File: config.mk
export PLATFORM = sky130hd
export DESIGN_NAME = wide_sub_seq
export DESIGN_NICKNAME = d
export VERILOG_FILES = /design/src/rtl/wide_sub_seq.sv
export SDC_FILE = /design/constraint.sdc
export NUM_CORES = 1
export LEC_CHECK = 0
export ABC_CLOCK_PERIOD_IN_PS = 5300
export BUFFER_PORTS_ARGS = -buffer_cell sky130_fd_sc_hd__buf_2
export CAP_MARGIN = 10
export CORE_AREA = 2 2 171 173
export CTS_CLUSTER_SIZE = 10
export DETAILED_ROUTE_END_ITERATION = 8
export DIE_AREA = 0 0 173 175
export GPL_TIMING_DRIVEN = 1
export HOLD_SLACK_MARGIN = 0.12
export PLACE_DENSITY = 0.68
export SETUP_SLACK_MARGIN = 0.2
export SLEW_MARGIN = 20
export SYNTH_ARGS = -nofsm -noshare
export SYNTH_HDL_FRONTEND = slang
export SYNTH_SLANG_ARGS = --single-unit
File: constraint.sdc
create_clock -name clk -period 5.3 [get_ports clk]
set_input_delay 0.265 -clock clk [delete_from_list [all_inputs] [get_ports clk]]
set_output_delay 0.265 -clock clk [all_outputs]
set_load 0.05 [all_outputs]
File: src/rtl/wide_sub_seq.sv
// wide_sub_seq -- multi-cycle wide unsigned subtractor.
//
// Computes diff = sum - b (mod 2**WIDTH) one CHUNK-bit slice per clock.
// The borrow between slices is carried in a flop. This is the inverse of the
// wide adder datapath and recovers an operand from a wide sum. Valid/ready
// handshakes are used on both the operand side and the result side.
//
// Parameters
//   WIDTH  operand/result width in bits (>= 1)
//   CHUNK  slice width per cycle (1..WIDTH); NCHUNK = ceil(WIDTH/CHUNK)
//
// Ports
//   clk        rising-edge clock
//   rst_n      asynchronous active-low reset
//   in_valid   operands valid
//   in_ready   block can accept operands (high only in IDLE)
//   sum        minuend
//   b          subtrahend
//   out_valid  result valid, held until out_ready
//   out_ready  consumer accepts result
//   diff       sum - b mod 2**WIDTH (slices change while running;
//              only meaningful with out_valid=1)
//   borrow     1 when b > sum (unsigned)
//
// Optional feature
//   WIDE_SUB_SAT_EN  when defined, a final borrow forces diff to zero
//                    (saturating unsigned subtract); borrow still reads 1.
//
// Latency: out_valid rises NCHUNK cycles after the input handshake edge.

module wide_sub_seq #(
    parameter int WIDTH = 100,
    parameter int CHUNK = 16
) (
    input  logic             clk,
    input  logic             rst_n,
    input  logic             in_valid,
    output logic             in_ready,
    input  logic [WIDTH-1:0] sum,
    input  logic [WIDTH-1:0] b,
    output logic             out_valid,
    input  logic             out_ready,
    output logic [WIDTH-1:0] diff,
    output logic             borrow
);

    localparam int NCHUNK = (WIDTH + CHUNK - 1) / CHUNK;
    localparam int EXTW   = NCHUNK * CHUNK;
    localparam int IDXW   = (NCHUNK > 1) ? $clog2(NCHUNK) : 1;
    localparam logic [IDXW-1:0] LAST_IDX = IDXW'(NCHUNK - 1);

    typedef enum logic [1:0] {
        IDLE = 2'd0,
        RUN  = 2'd1,
        DONE = 2'd2
    } state_t;

    state_t            state;
    state_t            state_n;

    logic [WIDTH-1:0]  sum_q;
    logic [WIDTH-1:0]  b_q;
    logic [WIDTH-1:0]  diff_q;
    logic [WIDTH-1:0]  diff_n;
    logic [EXTW-1:0]   sum_ext;
    logic [EXTW-1:0]   b_ext;
    logic [CHUNK-1:0]  s_sl;
    logic [CHUNK-1:0]  b_sl;
    logic [CHUNK-1:0]  d_sl;
    logic [IDXW-1:0]   idx;
    logic              bflop;
    logic              bo;
    logic              accept;
    logic              last;

`ifdef WIDE_SUB_SAT_EN
    function automatic logic [WIDTH-1:0] sat_diff(input logic [WIDTH-1:0] d,
                                                  input logic             bout);
        return bout ? '0 : d;
    endfunction
`endif

    assign accept    = (state == IDLE) && in_valid;
    assign last      = (idx == LAST_IDX);
    assign in_ready  = (state == IDLE);
    assign out_valid = (state == DONE);
    assign diff      = diff_q;
    assign borrow    = bflop;

    // Operands are zero-padded up to a whole number of slices. Borrow through
    // the zero pad bits reproduces the borrow out of bit WIDTH-1 unchanged,
    // so the slice borrow-out of the last slice is the true final borrow.
    always_comb begin
        sum_ext              = '0;
        b_ext                = '0;
        sum_ext[WIDTH-1:0]   = sum_q;
        b_ext[WIDTH-1:0]     = b_q;
        s_sl                 = sum_ext[int'(idx)*CHUNK +: CHUNK];
        b_sl                 = b_ext[int'(idx)*CHUNK +: CHUNK];
        {bo, d_sl}           = {1'b0, s_sl} - {1'b0, b_sl} - {{CHUNK{1'b0}}, bflop};
    end

    // Merge the current slice into the result; pad bits are simply dropped.
    always_comb begin
        diff_n = diff_q;
        for (int i = 0; i < WIDTH; i++) begin
            if ((i / CHUNK) == int'(idx)) begin
                diff_n[i] = d_sl[i % CHUNK];
            end
        end
`ifdef WIDE_SUB_SAT_EN
        if (last) begin
            diff_n = sat_diff(diff_n, bo);
        end
`endif
    end

    always_comb begin
        state_n = state;
        unique case (state)
            IDLE:    if (in_valid)  state_n = RUN;
            RUN:     if (last)      state_n = DONE;
            DONE:    if (out_ready) state_n = IDLE;
            default:                state_n = IDLE;
        endcase
    end

    always_ff @(posedge clk or negedge rst_n) begin
        if (!rst_n) begin
            state <= IDLE;
        end else begin
            state <= state_n;
        end
    end

    always_ff @(posedge clk or negedge rst_n) begin
        if (!rst_n) begin
            diff_q <= '0;
            bflop  <= 1'b0;
            idx    <= '0;
        end else if (accept) begin
            bflop  <= 1'b0;
            idx    <= '0;
        end else if (state == RUN) begin
            diff_q <= diff_n;
            bflop  <= bo;
            idx    <= last ? '0 : idx + IDXW'(1);
        end
    end

    // Operand capture: pure data, only loaded on the input handshake.
    always_ff @(posedge clk) begin
        if (accept) begin
            sum_q <= sum;
            b_q   <= b;
        end
    end

endmodule
======== Word level (Yosys, flattened, before mapping) ========
Index checks and enable logic that the tools add are counted.
cells by class
  multiply operators ...................... 0
  order comparisons ....................... 0
  bitwise operators ....................... 1
  equality and inequality tests ........... 12
  reductions and logical operators ........ 12
  div/mod/pow operators ................... 0
  shift operators ......................... 2
  add/subtract/negate cells ............... 3
  mux-type cells .......................... 9
operators by type and width
  operator                                               count
  variable part select 112 x 8 -> 16 bit                 2
  AND reduction 3 bit                                    8
  subtractor 16 x 16 -> 17 bit                           1
  subtractor 17 x 1 -> 17 bit                            1
  equality test 3 bit, first input constant              4
  two-way mux 3 bit                                      3
  equality test 2 x 3 -> 1 bit, first input constant     2
  two-way mux 2 bit                                      3
  one-hot mux 2 bit (3 select lines)                     1
  inequality test 2 bit, second input constant           2
  adder 3 x 1 -> 3 bit, second input constant            1
  equality test 3 bit, second input constant             1
  logical NOT 3 bit                                      1
  equality test 2 x 1 -> 1 bit, second input constant    1
  equality test 2 bit, second input constant             1
  logical NOT 2 bit                                      1
  two-way mux 1 bit                                      2
  inequality test 2 x 1 -> 1 bit, second input constant  1
  nonzero test 2 bit                                     1
  logical AND 1 bit                                      1
  inverter 1 bit                                         1
word-level totals
  memory bits (read-only) ................. 0
  register bits ........................... 306
  logic and storage cells ................. 51
  latch bits .............................. 0
  memories ................................ 0
  bits in writable memories ............... 0

======== Longest topological paths before layout ========
Gate-level depths: netlist of the first run.
  depth after elaboration ................. 5
  depth in mapped cells ................... 18
  mapped depth without buffers ............ 13

======== Least setup slack after synthesis of the first run ========
Ideal clock, no wire load.
  path kind ............................... register to register
  start point ............................. register state[1]
  end point ............................... register b_q[0] (enable)
  arrival time ............................ 5762 ps
  setup time .............................. 584 ps
  required time ........................... 4716 ps
  stages on the path, launching flop included .. 3
  buffers on the path ..................... 0
  setup slack ............................. -1046 ps
  cells stage by stage .................... dfrtp_1 -> nor2_1 -> and2_1
between the ends
  word-level cells in the longest chain between the ends .. 2
RTL lines
  what                    RTL line  text
  from (decl)             58        state_t state;
  from (signal assigned)  132       state <= state_n;
  logical NOT 2 bit       -
  via in_ready            38        output logic in_ready,
  logical AND 1 bit       83        assign accept = (state == IDLE) && in_valid;
  via accept              73        logic accept;
  to (signal assigned)    155       b_q <= b;
  to (decl)               62        logic [WIDTH-1:0] b_q;
The timed path passes the listed nets, and every way through them passes these cells.
A chain may end at the register's enable or synchronous reset.

======== Worst setup path after layout of the first run ========
  start point ............................. register idx[0]
  end point ............................... register diff_q[62], in the netlist diff[62]
between the ends
  word-level cells in the longest chain between the ends .. 3
RTL lines
  what                                                       RTL line  text
  from (decl)                                                70        logic [IDXW-1:0] idx;
  from (signal assigned)                                     147       idx <= last ? '0 : idx + IDXW'(1);
  variable part select 112 x 8 -> 16 bit (on tied branches)  98, 99
  subtractor 16 x 16 -> 17 bit                               100       {bo, d_sl} = {1'b0, s_sl} - {1'b0, b_sl} - {{CHUNK{1'b0}}, bflop};
  subtractor 17 x 1 -> 17 bit                                100
  to (signal assigned)                                       145       diff_q <= diff_n;
  to (decl)                                                  63        logic [WIDTH-1:0] diff_q;
Several ways; a longest one is shown, not always the timed one.

==> results.yml, run 1 <==
critical_path:
  critPathKind: "flop to flop"
  path_cells: "buf_4, mux4_2, nand2_1, o21ai_0, ha_1, inv_1, ha_1, nand2_1, o21ai_0, o311ai_0, a21oi_1, mux2_2"
  critPathMaxStageDelay_ns: 0.72
  worstSetupEndpointType: "flop"
  cp_slowest_cell: "dfrtp_4"
  critPathLaunchType: "flop"
  critPathRequiredTime_ns: 5.74
  path_max_fanout: 28
  cp.arrival_ns: 4.94
sta:
  setup_violations: 0
  maxSlewHeadroom_pct: 25.0
  report.final.slew_viol_count: 0
  rsz0062_at_grt: "no"
  tightest_slew_ns: 1.12
  fmax_mhz: 222
  setup_tns_ns: 0
  min_period_over_period_pct: 85.0
  hold_violations: 0
  finalWorstSetupSlack_ns: 0.794
  period_needed_ns: 4.51
  skew_ns: 0.0162
clock_network:
  clock_latency_ns: 0.51
  htree_levels: 2
  cts_buffer_depth: 3
  cts.clk_slew.worst_paths_ns: 0.06
  numCtsBuffers: 37
  cts.sinks: 306
  tritoncts: "done"
  cts_root_buf: "clkbuf_16"
  ctsResizeCount: 0
detailed_routing:
  drt_iter0_drc: 566
  vias_per_cell: 5.11
  wire_per_inst_um: 19.8
  ant_nets: 0
  drt-total-wl_um: 35600
  drc: 0
  drt_pass1_iterations: 5
  vias: 9210
floorplanning:
  fp.coreArea_um2: 28400
  die_x_um: 173
  fp.dieH_um: 175
  io_pins: 307
  initial_core_util_pct: 44.6
  dieArea_um2: 30300
  row_count: 62
yosys:
  syn_area_um2: 12700
  synth_top_cell_by_area: "edfxtp_1"
  synth_cell_type_count: 63
  synth.yosys.seq_area_share_pct: 68.3
  syn_avg_cell_area_um2: 14.3
  yosysTopAreaCellShare_pct: 47.4
  synthCells: 887
  ys_ff_latch: 306
  synth-async-reset-ratio_pct: 34.6
  syn-num-nets: 1122
  synth_area_leaders: "edfxtp_1, dfrtp_1, mux4_2"
  synth_flop_cell: "edfxtp_1"
  yosysWarnings: 0
  synth-edff-count: 200
layout:
  syn_to_final_growth_pct: 39.4
  drive_gt1_share_pct: 29.9
  final_nets: 1639
global_route:
  grt_pass1_wl_um: 54400
  grt_max_degree: 201
  grt_pass1_vias: 9581
  track_usage_pct: 23.5
  grt.overflow.total: 0
  antenna_found_initial: 3
place:
  port_buffers: 306
  place_congestion: 0.894
  dp_slack_ns: 0.826
  dp_hpwl_um: 22800
status:
  status: "complete, no violations"
worst_hold_path:
  worstHoldPathType: "primary input to flop"
job:
  cap_viol_max_count: 0
-- final timing paths --
path,start,end,slack [ns],cells past startpoint
max,idx[0]$_DFFE_PN0P_,diff[62]$_DFFE_PN0P_,0.79,12
min,in_valid,state[0]$_DFFE_PN0P_,0.22,3
max reg2reg,idx[0]$_DFFE_PN0P_,diff[62]$_DFFE_PN0P_,0.79,12
min reg2reg,diff[74]$_DFFE_PN0P_,diff[74]$_DFFE_PN0P_,0.47,2
max in group asynchronous,rst_n,diff[1]$_DFFE_PN0P_,3.78,3
min in group asynchronous,rst_n,diff[91]$_DFFE_PN0P_,0.32,2
-- synth_stat cells (3+ instances only) --
cell type  instances
clkbuf_1          28
mux2i_1           28
o21ai_1           19
a221o_1            3
o2111ai_1          6
dfrtp_1          106
and3_1             4
nor2_1            39
mux2_2            17
and2_1             4
xor2_1             3
a21o_1             4
a31oi_1            8
buf_1              6
edfxtp_1         200
nand2b_1           4
nor3_1             6
nand4_1            5
o21ai_0           85
mux4_2            32
xnor2_1            4
buf_2              6
nand2_1          115
inv_1             33
nand3_1            9
ha_1              29
o21a_1             6
a21oi_1           34
-- critical path: cells and delay by family, from the launching register on --
kind	cells	cell delay, ns
simple gates	2	0.16
flops	1	0.72
fa+ha+maj	2	0.85
mux	2	0.83
compound gates	4	1.29
buf+inv	2	0.53
-- per-layer routing --
layer	vias to the layer above	track usage [%]	part of all wire [%]
li1	4323	-	-
met1	4451	30.0	40
met2	381	42.0	52
met3	55	3.92	6.1
met4	0	6.04	2.2
met5	-	0	0
-- repair_timing --
item | CTS | global route
setup buffers | 0 | 0
hold buffers | 202 | 0
endpoints found under the hold margin | 243 | 0
-- logic make-up (layout without fill, tap and decap cells) --
group / Yosys count / count (layout) / share of synthesized area, %
AOI/OAI and AO/OA: 187 / 187 / 8.99
other: 0 / 3 / 0
DFF: 306 / 306 / 68.3
xor gates and xnor gates: 8 / 8 / 0.701
muxes: 80 / 80 / 9.70
and+or+nand+nor: 198 / 198 / 6.62
adders and majority gates: 31 / 31 / 3.18
buffers and inverters: 77 / 606 / 2.49
-- sequential cells by signal (all words and copies together) (netlist names) --
name and cells:
b_q 100, diff 100, sum_q 100, idx 3, state 2, borrow 1
-- through the flow --
stage	hold slack, ns	util [%]	std cells	instance area [um2]
global placement	0.296	51.5	1547	14600
CTS	0.197	62.2	1800	17700
global route	0.235	62.3	1803	17700
finish	0.222	62.3	1803	17700
floorplan	-0.0306	-	887	12700
detailed placement	0.304	51.5	1547	14600
-- cell type report --
cell class | count | area, um2
antenna | 3 | 7.51
clock buffer | 46 | 991
clock inverter | 5 | 32.5
fill | 2168 | 10700
inverter | 35 | 131
multi-input combinational | 504 | 3710
sequential | 306 | 8660
tap | 384 | 480
timing repair buffer | 520 | 3660
-- layout by cell type, fill, tap and decap left out, drive strengths merged, types with 2 or more instances in the layout --
cell	Yosys	layout
o211ai	2	2
nor3b	2	2
a221o	3	3
ha	29	29
xor2	4	4
xnor2	4	4
a2111oi	2	2
or2	2	2
nor2b	2	2
fa	2	2
mux4	32	32
inv	35	35
nand3	9	9
dlygate4sd3	0	202
diode	0	3
o311ai	2	2
clkbuf	28	46
and2	5	5
o21ai	104	104
a31oi	9	9
a21oi	35	35
mux2i	28	28
nor4	2	2
edfxtp	200	200
a21o	5	5
mux2	20	20
nor3	6	6
a21boi	2	2
dfrtp	106	106
o2111ai	6	6
and3	4	4
nand4	5	5
nand2	115	115
o31ai	2	2
buf	14	318
nand2b	4	4
nor2	39	39
o21a	6	6
clkinv	0	5
Power of run 1 is left out: the tool's default activity adds up to more than one toggle a clock period on the data nets, which glitch-free logic cannot reach.
==> inputs of run 2 (changes only) <==
--- a/config.mk
+++ b/config.mk
@@ -11,2 +11,3 @@
 export CORE_AREA = 2 2 171 173
+export CTS_CLUSTER_DIAMETER = 150
 export CTS_CLUSTER_SIZE = 10
--- a/constraint.sdc
+++ b/constraint.sdc
@@ -3,2 +3,2 @@
 set_output_delay 0.265 -clock clk [all_outputs]
-set_load 0.05 [all_outputs]
+set_load 0.02 [all_outputs]
==> run 2 against run 1 <==
  * Cell count up 0.11%
  * Hold slack got worse by 0.019 ns
  * First-iteration DRC count grew 20%
  * Count of clock-buffer cells in the layout increased by 2
  * Wire length up 0.80%
  * Critical path depth did not move
  * Register-to-register slack got worse by 0.03 ns
  * Die area did not move
  * Core utilization decreased by 0.062 points
  * Sequential share of layout area about the same
  * Clock skew rose by 0.0078 ns
==> results.yml, run 2 (synthesized netlist as in run 1, its figures left out) <==
detailed_routing:
  vias: 9263
  drt_iter0_drc: 678
  drt-total-wl_um: 35900
  ant_nets: 0
  wire_per_inst_um: 19.9
  drc: 0
  vias_per_cell: 5.13
  drt_pass1_iterations: 5
clock_network:
  htree_levels: 2
  clock_latency_ns: 0.51
  tritoncts: "done"
  cts_root_buf: "clkbuf_16"
  cts_buffer_depth: 3
  cts.sinks: 306
  postCtsHoldBufs: 202
  numCtsBuffers: 36
  cts.clk_slew.worst_paths_ns: 0.06
  postCtsSetupBuffers: 0
  ctsResizeCount: 0
layout:
  layout_commonest_cell: "buf_2"
  syn_to_final_growth_pct: 39.3
  final_nets: 1638
  fillers: 2165
  drive_gt1_share_pct: 29.7
  layout_common_cells: "buf_2, dlygate4sd3_1, edfxtp_1, nand2_1, dfrtp_1"
global_route:
  grt_pass1_wl_um: 54300
  grt.overflow.total: 0
  track_usage_pct: 23.5
  grt_max_degree: 201
  antenna_found_initial: 4
  grt_pass1_vias: 9630
critical_path:
  reg2reg_slack_ns: 0.77
  crit_start: "idx[0]$_DFFE_PN0P_"
  path_max_fanout: 28
  worstSetupEndpointType: "flop"
  cp.arrival_ns: 4.97
  r2r_cells: 12
  critPathRequiredTime_ns: 5.73
  critPathKind: "flop to flop"
  r2r-end: "diff[62]$_DFFE_PN0P_"
  critPathLaunchType: "flop"
  r2r-start: "idx[0]$_DFFE_PN0P_"
place:
  port_buffers: 306
  place_congestion: 0.894
  dp_hpwl_um: 22800
worst_hold_path:
  hold_start: "in_valid"
  worstHoldPathType: "primary input to flop"
  min_to: "state[0]$_DFFE_PN0P_"
  hold_depth: 3
floorplanning:
  initial_core_util_pct: 44.6
  dieArea_um2: 30300
  fp.dieH_um: 175
  row_count: 62
  fp.coreArea_um2: 28400
  io_pins: 307
  die_x_um: 173
job:
  cap_viol_max_count: 0
sta:
  hold_violations: 0
  maxSlewHeadroom_pct: 24.2
  skew_ns: 0.0240
  min_period_over_period_pct: 85.5
  period_needed_ns: 4.53
  setup_tns_ns: 0
  report.final.slew_viol_count: 0
  tightest_slew_ns: 1.14
  setup_violations: 0
  rsz0062_at_grt: "no"
  fmax_mhz: 221
status:
  status: "complete, no violations"
## run 2: changes by cell type in the layout (fill, tap and decap cells not counted), sizes merged
cell    change
clkinv      -4
clkbuf      +2
diode       +2
bufinv      +1
inv         +1
## run 2: cell type report
class,count,area (um2),share of cell area [%]
flip-flops and latches,306,8660,49.1
multi-input cells,504,3710,21.0
repair buffers,520,3660,20.7
clock buffers,48,946,5.36
well taps,384,480,2.72
inverters,35,131,0.744
clock inverters,3,55.1,0.312
diodes,5,12.5,0.0709
## run 2: worst max-delay path by stage
stage               slack, ns  depth (start not counted)                    to
floorplan                1.10                         16  diff[26]$_DFFE_PN0P_
global placement         0.90                         11  diff[92]$_DFFE_PN0P_
detailed placement       0.83                         12  diff[62]$_DFFE_PN0P_
CTS                      0.79                         12  diff[62]$_DFFE_PN0P_
global route             0.34                         12  diff[14]$_DFFE_PN0P_
finish                   0.77                         12  diff[62]$_DFFE_PN0P_
## run 2: metrics by stage
step	hold WS, ns	setup slack (ns)	util [%]	instance area [um2]	instances
floorplan	-0.0306	1.10	-	12700	887
global placement	0.296	0.904	51.5	14600	1547
detailed placement	0.304	0.826	51.5	14600	1547
CTS	0.189	0.790	62.1	17600	1800
global route	0.227	0.342	62.2	17700	1805
finish	0.203	0.767	62.2	17700	1805
## run 2: critical path, cell delays in order, from the launching register on
cell,delay (ns)
dfrtp_4,0.73
buf_4,0.49
mux4_2,0.58
nand2_1,0.08
o21ai_0,0.19
ha_1,0.37
inv_1,0.04
ha_1,0.48
nand2_1,0.09
o21ai_0,0.43
o311ai_0,0.23
a21oi_1,0.45
mux2_2,0.26
## run 2: routing by layer
metal,GRT usage (%),share of wire (%),vias up
met5,0,0,-
met4,7.20,2.4,0
met1,29.6,40,4462
li1,-,-,4328
met2,41.4,52,405
met3,4.26,6.2,68
Power of run 2 is left out for the same reason.
==> inputs of run 3 (changes only) <==
RECOVER_POWER = 25   (was not set)
==> run 3 against run 2 <==
  * First-iteration DRC count up 8.8%
  * Sequential share of layout area up 0.10 points
  * Setup slack worse by 0.0042 ns
  * Die area unchanged
  * Count of clock-buffer cells in the layout unchanged
==> results.yml, run 3 (synthesized netlist as in run 1, its figures left out) <==
critical_path:
  path_cells: "buf_4, mux4_2, nand2_1, o21ai_0, ha_1, inv_1, ha_1, nand2_1, o21ai_0, o311ai_0, a21oi_1, mux2_2"
  cp.buffers_inverters: 2
  r2r-start: "idx[0]$_DFFE_PN0P_"
  worstSetupEndpointType: "flop"
  critPathKind: "flop to flop"
  r2r-end: "diff[62]$_DFFE_PN0P_"
  path_max_fanout: 28
  cp_slowest_cell: "dfrtp_4"
  cp.arrival_ns: 4.97
  reg2reg_slack_ns: 0.76
  critPathMaxStageDelay_ns: 0.73
  cp_top_family: "compound AO/OA/AOI/OAI gates"
  r2r_cells: 12
  critPathLaunchType: "flop"
  critPathRequiredTime_ns: 5.73
clock_network:
  cts.sinks: 306
  clock_latency_ns: 0.51
  cts_buffer_depth: 3
  ctsResizeCount: 0
  cts.clk_slew.worst_paths_ns: 0.06
  numCtsBuffers: 36
  tritoncts: "done"
  cts_root_buf: "clkbuf_16"
  htree_levels: 2
floorplanning:
  fp.coreArea_um2: 28400
  dieArea_um2: 30300
  initial_core_util_pct: 44.6
  row_count: 62
  io_pins: 307
  die_x_um: 173
  fp.dieH_um: 175
layout:
  syn_to_final_growth_pct: 39.0
  final_nets: 1638
  layout_common_cells: "buf_2, dlygate4sd3_1, edfxtp_1, nand2_1, dfrtp_1"
  final_cell_count_no_fill: 1804
  layout_commonest_cell: "buf_2"
  drive_gt1_share_pct: 27.8
status:
  status: "complete, no violations"
detailed_routing:
  ant_nets: 0
  drt_iter0_drc: 738
  wire_per_inst_um: 19.8
  drc: 0
  drt_pass1_iterations: 5
  drt-total-wl_um: 35700
  vias: 9248
  vias_per_cell: 5.13
sta:
  setup_violations: 0
  min_period_over_period_pct: 85.6
  hold_violations: 0
  report.final.slew_viol_count: 0
  period_needed_ns: 4.54
  maxSlewHeadroom_pct: 21.8
  setup_tns_ns: 0
  rsz0062_at_grt: "no"
  tightest_slew_ns: 1.17
  fmax_mhz: 220
  skew_ns: 0.0233
worst_hold_path:
  worstHoldPathType: "primary input to flop"
  hold_start: "in_valid"
  hold_depth: 3
  min_to: "state[0]$_DFFE_PN0P_"
global_route:
  grt_max_degree: 201
  antenna_found_initial: 4
  grt_pass1_wl_um: 54300
  track_usage_pct: 23.5
  grt.overflow.total: 0
  grt_pass1_vias: 9630
place:
  dp.cells: 1547
  port_buffers: 306
  dp_hpwl_um: 22800
  place_congestion: 0.894
job:
  cap_viol_max_count: 0
-- run 3: changes by cell type in the layout (fill, tap and decap cells not counted), sizes merged --
cell    delta
clkbuf    +28
buf       -28
diode      -1
-- run 3: per-layer routing --
metal	share of wire (%)	wire length (um)	GRT usage, %
met1	40	14300	29.6
met4	2.3	817	7.20
met5	0	0	0
met3	6.1	2180	4.26
met2	51	18400	41.4
-- run 3: area by class of cell --
type                            instances  area, um2
Inverter                               35        131
Antenna cell                            4       10.0
Tap cell                              384        480
Sequential cell                       306       8660
Fill cell                            2191      10800
Clock buffer                           48        946
Multi-Input combinational cell        504       3710
Clock inverter                          3       55.1
Timing Repair Buffer                  520       3620
-- run 3: stage by stage --
step | utilization (%) | cell area [um2] | setup slack, ns | hold slack [ns]
after floorplan | - | 12700 | 1.10 | -0.0306
after global placement | 51.5 | 14600 | 0.904 | 0.296
after detailed placement | 51.5 | 14600 | 0.826 | 0.304
after CTS | 62.1 | 17600 | 0.790 | 0.189
after global routing | 62.1 | 17600 | 0.340 | 0.227
final | 62.1 | 17600 | 0.763 | 0.203
-- run 3: worst reg2reg max path: cells and delay by family (launching register included) --
family | cells | cell delay, ns
DFF | 1 | 0.73
buffers and inverters | 2 | 0.56
muxes | 2 | 0.86
and+or+nand+nor | 2 | 0.17
adders and majority gates | 2 | 0.86
AOI/OAI and AO/OA | 4 | 1.30
-- run 3: worst max-delay path by stage --
stage | depth (start not counted) | from | end
CTS | 12 | idx[0]$_DFFE_PN0P_ | diff[62]$_DFFE_PN0P_
global placement | 11 | idx[0]$_DFFE_PN0P_ | diff[92]$_DFFE_PN0P_
global route | 12 | idx[0]$_DFFE_PN0P_ | diff[14]$_DFFE_PN0P_
floorplan | 16 | idx[0]$_DFFE_PN0P_ | diff[26]$_DFFE_PN0P_
finish | 12 | idx[0]$_DFFE_PN0P_ | diff[62]$_DFFE_PN0P_
detailed placement | 12 | idx[0]$_DFFE_PN0P_ | diff[62]$_DFFE_PN0P_
-- run 3: repair_timing --
action | 4_1_cts | 5_1_grt
endpoints found under the setup margin | 0 | 0
setup buffers | 0 | 0
hold buffers | 202 | 0
endpoints found under the hold margin | 243 | 0
Power of run 3 is left out for the same reason.
